[config.mk]
export PLATFORM = sky130hd
export DESIGN_NAME = fetch_prefetch_stage
export DESIGN_NICKNAME = d
export VERILOG_FILES = /design/src/rtl/fetch_prefetch_stage.sv
export SDC_FILE = /design/constraint.sdc
export NUM_CORES = 1
export LEC_CHECK = 0
export ABC_AREA = 0
export ABC_CLOCK_PERIOD_IN_PS = 8800
export BUFFER_PORTS_ARGS = -buffer_cell sky130_fd_sc_hd__buf_2
export CELL_PAD_IN_SITES_DETAIL_PLACEMENT = 2
export CELL_PAD_IN_SITES_GLOBAL_PLACEMENT = 2
export CORE_MARGIN = 2
export CORE_UTILIZATION = 26
export DETAILED_ROUTE_END_ITERATION = 6
export PLACE_DENSITY_LB_ADDON = 0.15
export SLEW_MARGIN = 20
export SYNTH_ARGS = -nofsm -noshare
export SYNTH_HDL_FRONTEND = slang
export SYNTH_SLANG_ARGS = --single-unit
[constraint.sdc]
create_clock -name clk -period 8.8 [get_ports clk]
set_clock_uncertainty 0.05 [all_clocks]
set_input_delay 0 -clock clk [delete_from_list [all_inputs] [get_ports clk]]
set_output_delay 0 -clock clk [all_outputs]
set_load 0.01 [all_outputs]
[src/rtl/fetch_prefetch_stage.sv]
// Purpose: instruction fetch with one-outstanding memory requests and a DEPTH-entry {pc,instr} prefetch FIFO.
// Latency: a word reaches IF/ID one cycle after its memory response (the FIFO is never bypassed).
// Backpressure: stall holds IF/ID and stops pops; requests stop while the FIFO would overflow.
//
// Ports:
//   clk, rst                  clock and async active-high reset
//   stall                     ID not ready: hold IF/ID, no FIFO pop
//   b_taken, b_pc             redirect: flush FIFO and IF/ID, restart fetch at b_pc
//   imem_req, imem_addr       combinational request to instruction memory (addr = pc)
//   imem_rvalid, imem_rdata   memory response, at least one cycle after the request
//   pc                        next address to request
//   if_id_pc/instr/valid      IF/ID register contents
//   fifo_count                prefetch FIFO occupancy
module fetch_prefetch_stage #(
  parameter int              XLEN         = 32,
  parameter logic [XLEN-1:0] BOOT_ADDRESS = '0,
  parameter int              DEPTH        = 4,
  parameter logic [XLEN-1:0] BUBBLE_INSTR = XLEN'(32'h0000_0013)
) (
  input  logic                       clk,
  input  logic                       rst,
  input  logic                       stall,
  input  logic                       b_taken,
  input  logic [XLEN-1:0]            b_pc,
  output logic                       imem_req,
  output logic [XLEN-1:0]            imem_addr,
  input  logic                       imem_rvalid,
  input  logic [XLEN-1:0]            imem_rdata,
  output logic [XLEN-1:0]            pc,
  output logic [XLEN-1:0]            if_id_pc,
  output logic [XLEN-1:0]            if_id_instr,
  output logic                       if_id_valid,
  output logic [$clog2(DEPTH+1)-1:0] fifo_count
);

  localparam int CW = $clog2(DEPTH+1);
  localparam int AW = $clog2(DEPTH);
  localparam logic [CW:0] DEPTH_X = (CW+1)'(DEPTH);

  typedef enum logic [1:0] {IDLE, WAIT, DROP} state_t;

  state_t state;
  state_t state_nxt;

  logic [XLEN-1:0] fifo_pc    [DEPTH];
  logic [XLEN-1:0] fifo_instr [DEPTH];
  logic [AW-1:0]   head;
  logic [AW-1:0]   tail;
  logic [XLEN-1:0] pend_pc;     // pc of the request currently outstanding
  logic            fifo_empty;
  logic            pop;
  logic            push;
  logic [CW:0]     occ_after;   // occupancy once this cycle's push/pop land

  assign fifo_empty = (fifo_count == '0);
  assign pop        = !stall && !b_taken && !fifo_empty;
  assign push       = (state == WAIT) && imem_rvalid && !b_taken;
  assign occ_after  = {1'b0, fifo_count} + (CW+1)'(1) - (CW+1)'(pop);
  assign imem_addr  = pc;

  // A new request needs a guaranteed free slot for its eventual response.
  // From WAIT the slot check accounts for the word being pushed right now.
  always_comb begin
    imem_req = 1'b0;
    if (!b_taken) begin
      case (state)
        IDLE:    imem_req = ({1'b0, fifo_count} < DEPTH_X);
        WAIT:    imem_req = imem_rvalid && (occ_after < DEPTH_X);
        default: imem_req = 1'b0;
      endcase
    end
  end

  always_comb begin
    state_nxt = state;
    case (state)
      IDLE: begin
        if (imem_req) state_nxt = WAIT;
      end
      WAIT: begin
        if (b_taken) begin
          // Response still in flight after a redirect must be swallowed.
          state_nxt = imem_rvalid ? IDLE : DROP;
        end else if (imem_rvalid) begin
          state_nxt = imem_req ? WAIT : IDLE;
        end
      end
      DROP: begin
        // Leave on the response even if another redirect arrives, otherwise
        // the FSM would wait for a word that never comes.
        if (imem_rvalid) state_nxt = IDLE;
      end
      default: state_nxt = IDLE;
    endcase
  end

  always_ff @(posedge clk or posedge rst) begin
    if (rst) state <= IDLE;
    else     state <= state_nxt;
  end

  always_ff @(posedge clk or posedge rst) begin
    if (rst) begin
      pc          <= BOOT_ADDRESS;
      pend_pc     <= '0;
      head        <= '0;
      tail        <= '0;
      fifo_count  <= '0;
      if_id_pc    <= '0;
      if_id_instr <= BUBBLE_INSTR;
      if_id_valid <= 1'b0;
    end else if (b_taken) begin
      // Redirect overrides stall: stale IF/ID contents must not reach ID.
      pc          <= b_pc;
      head        <= '0;
      tail        <= '0;
      fifo_count  <= '0;
      if_id_pc    <= '0;
      if_id_instr <= BUBBLE_INSTR;
      if_id_valid <= 1'b0;
    end else begin
      if (imem_req) begin
        pc      <= pc + XLEN'(4);
        pend_pc <= pc;
      end
      if (push) tail <= tail + AW'(1);
      if (pop)  head <= head + AW'(1);
      case ({push, pop})
        2'b10:   fifo_count <= fifo_count + CW'(1);
        2'b01:   fifo_count <= fifo_count - CW'(1);
        default: fifo_count <= fifo_count;
      endcase
      if (!stall) begin
        if (!fifo_empty) begin
          if_id_pc    <= fifo_pc[head];
          if_id_instr <= fifo_instr[head];
          if_id_valid <= 1'b1;
        end else begin
          if_id_pc    <= '0;
          if_id_instr <= BUBBLE_INSTR;
          if_id_valid <= 1'b0;
        end
      end
    end
  end

  // Storage needs no reset: entries are only read when fifo_count says valid.
  always_ff @(posedge clk) begin
    if (push) begin
      fifo_pc[tail]    <= pend_pc;
      fifo_instr[tail] <= imem_rdata;
    end
  end

endmodule

==> metrics.md <==
| Metric | Value |
|---|---|
| Detailed Place HPWL | `25150 um` |
| Die W | `246.5 um` |
| Buffers added on ports | `201` |
| Fill count | `5989` |
| Slew @ Worst Pin | `1.010 ns` |
| Clock Tree Buf Depth | `3` |
| MaxCap Viol Count | `0` |
| Slowest stage delay, CP | `0.63 ns` |
| P&R area growth vs syn | `24.66%` |
| Most frequent cells in the layout | `edfxtp_1, buf_2, nand2_1` |
| Relative slew slack | `32.69%` |
| Wire per inst | `21.29 um` |
| PD cells | `230.1 nW/um^2` |
| Worst-path clk slew | `0.06 ns` |
| CP max stage cell | `buf_4` |
| Setup TNS | `0 ns` |
| Initial Util | `26.41%` |
| CTS root buf | `clkbuf_16` |
| Commonest non-fill, non-tap cell in the layout | `edfxtp_1` |
| Number of synthesized register bits | `394` |
| Total track usage | `14.25%` |
| Placed cells | `1816` |
| Drt drc | `0` |
| Clk Latency, worst-skew pair | `0.57 ns` |
| FFs w/ async S/R, synth | `35.03%` |
| Path type of the worst min-delay path | `in2reg` |
| Crit-path leading delay family | `simple AND/OR/NAND/NOR gates` |
| CTS tree | `built` |
| Vias per Instance | `4.458` |
| Crit end category | `flip-flop` |
| Synth Flop Type | `edfxtp_1` |
| Compound-Gate Fraction of Synth Area | `5.309%` |
| Die area | `60780 um^2` |
| Die height | `246.5 um` |
| Synth warnings | `0` |
| Vias in the first global route | `10.12k` |
| Drt pass-1 iters | `4` |
| Cell Rows | `88` |
| Simple-Gate Fraction of Synth Area | `6.643%` |
| Sequential area share after synthesis | `72.86%` |
| Final WL | `41950 um` |
| WP buf/inv | `1` |
| Nets@finish | `1243` |
| Share of the synthesized area in the top cell type | `50.26%` |
| Xor/xnor share of the synthesized area | `1.489%` |
| Routed wl met2 | `20900 um` |
| Synth area leader | `edfxtp_1` |
| Largest net degree at the start of global routing | `72` |
| H-tree depth | `2` |
| Post-Synth Adder-Cell Area | `0.5399%` |
| Post-synth EDFFs | `256` |
| Diodes inserted | `0` |
| Largest family of logic cells by synthesized area | `multiplexers` |
| Mux contribution to synthesized area | `9.980%` |
| Mapped Nets | `996` |
| Maximum vdd ir drop | `109.8 uV` |
| Drt initial violations | `348` |
| Final setup violation count | `0` |
| Avg Cell Area, Syn | `16.61 um^2` |
| Fin crit share | `31.26%` |
| Vias after detailed routing | `8786` |
| Highest routed layer | `met4` |
| CTS buffer count | `47` |
| Core Box Area | `57920 um^2` |
| Synth cell types | `48` |
| Ports | `202` |
| CP Data Required Time | `8.94 ns` |
| Post-layout util | `32.92%` |
| First-pass GRT wire length | `64930 um` |
| Mapped Cells | `921` |
| Status | `finished clean` |
| Final hold slack | `0.03293 ns` |
| Layout Cells excl Fill | `1971` |
| Grt ovf | `0` |
| Final GP Congestion | `0.6818` |
| Post-Syn Area | `15290 um^2` |
| Met1 wire length | `18530 um` |
| CTS Sinks | `394` |
| Top cells by area, synth | `edfxtp_1, dfrtp_1, mux4_2, a22o_1, nand2_1` |
| Max Clock Freq | `0.3635 GHz` |
| Critical-path cell list | `nand3b_1, nor2_1, and2_4, buf_4` |
| Critical path fanouts, max | `41` |
| Antenna violations before repair | `0` |
| Routed Antenna Nets | `0` |
| Wire length on met3 | `1746 um` |
| Max Slew Vio Count | `0` |
| Layout cells sized above 1 | `29.93%` |
| Startpoint types | `flip-flop` |
| Worst Path Arrival | `2.89 ns` |
| Leak | `7.313 nW` |
| Crit Path Class | `reg2reg` |
| Final Hold Fails | `0` |
| RSZ-0062 raised after global routing | `no` |
| Fin crit period | `2.751 ns` |
==> through the flow <==
step | worst slack (ns) | cell area [um^2] | power [W]
2_1_floorplan | 5.059 | 15290 | 0.002417
3_3_place_gp | 5.960 | 16940 | 0.002562
3_5_place_dp | 5.903 | 16940 | 0.002576
4_1_cts | 5.887 | 19070 | 0.004487
5_1_grt | 5.737 | 19070 | 0.004604
6_report | 6.049 | 19070 | 0.004387
==> final cells by class <==
cell class | instances | area [um^2] | area share [%]
clock buffer | 68 | 1338 | 7.015
clock inverter | 19 | 110.1 | 0.5775
inverter | 9 | 38.79 | 0.2034
multi-input combinational | 434 | 3687 | 19.34
sequential | 394 | 11150 | 58.49
tap | 765 | 957.2 | 5.020
timing repair buffer | 282 | 1784 | 9.358
==> cells in the mapped netlist (2+ instances only) <==
cell and n:
edfxtp_1 256, nand2_1 137, dfrtp_1 135, mux4_2 64
a22o_1 61, clkbuf_1 40, buf_4 32, o21ai_0 32
xnor2_1 19, nor2_1 18, nand3_1 13, nor4_1 9
inv_1 8, and2_1 7, nand4_1 7, nor3_1 7
xor2_1 7, buf_2 6, and3_1 5, ha_1 5
or3_1 5, buf_1 4, mux2_2 4, mux2i_1 4
dfstp_2 3, o22a_1 3, o311ai_0 3, or4_1 3
a21oi_1 2, a31oi_1 2, nor2b_1 2, nor3b_1 2
==> tightest hold or removal path, delay by kind of cell <==
kind / cells / cell delay (ns)
buffers and inverters: 2 / 0.43
and+or+nand+nor: 1 / 0.17
==> cell families after synthesis <==
kind of cell	after synthesis
compound gates	107
xor+xnor	26
fa+ha+maj	6
buf+inv	93
flops	394
mux	72
simple gates	223
==> flip-flops by register name, indices dropped and copies added (netlist names) <==
| register | count |
|---|---|
| if_id_instr | 32 |
| state | 2 |
| if_id_valid | 1 |
| fifo_count | 3 |
| if_id_pc | 32 |
| pend_pc | 32 |
| fifo_pc | 128 |
| fifo_instr | 128 |
| tail | 2 |
| head | 2 |
| imem_addr | 32 |
==> path summary, 6_finish.rpt <==
check                      cells past startpoint  slack (ns)                   startpoint                          end
min in group asynchronous                      4        0.49                          rst      pend_pc[29]$_DFFE_PP0P_
setup reg to reg                               4        6.05         state[0]$_DFFE_PP0P_      fifo_pc[0][0]$_DFFE_PP_
hold reg to reg                                1        0.44  if_id_instr[25]$_DFFE_PP0P_  if_id_instr[25]$_DFFE_PP0P_
hold / removal                                 3        0.03                      b_taken          tail[0]$_DFFE_PP0P_
setup / recovery                               4        6.05         state[0]$_DFFE_PP0P_      fifo_pc[0][0]$_DFFE_PP_
max in group asynchronous                      5        6.94                          rst          head[1]$_DFFE_PP0P_
==> power breakdown <==
part / total (W) / internal [W] / switching (W)
Sequential: 0.00221 / 0.00209 / 0.000113
Clock: 0.00184 / 0.00108 / 0.000764
Combinational: 0.000338 / 0.000156 / 0.000183
Total: 0.00439 / 0.00333 / 0.00106
==> routing by layer <==
metal  vias up  GRT usage, %
met4         0         3.614
met3        58         3.028
met5         -             0
met2       166         24.31
li1       3973             -
met1      4589         18.39
==> repair_timing <==
action | CTS | global route
setup buffers | 0 | 0
hold endpoints to repair | 240 | 0
hold buffers | 68 | 0
resized for setup | 0 | 0
No activity file was read; power rests on OpenSTA's default activity.
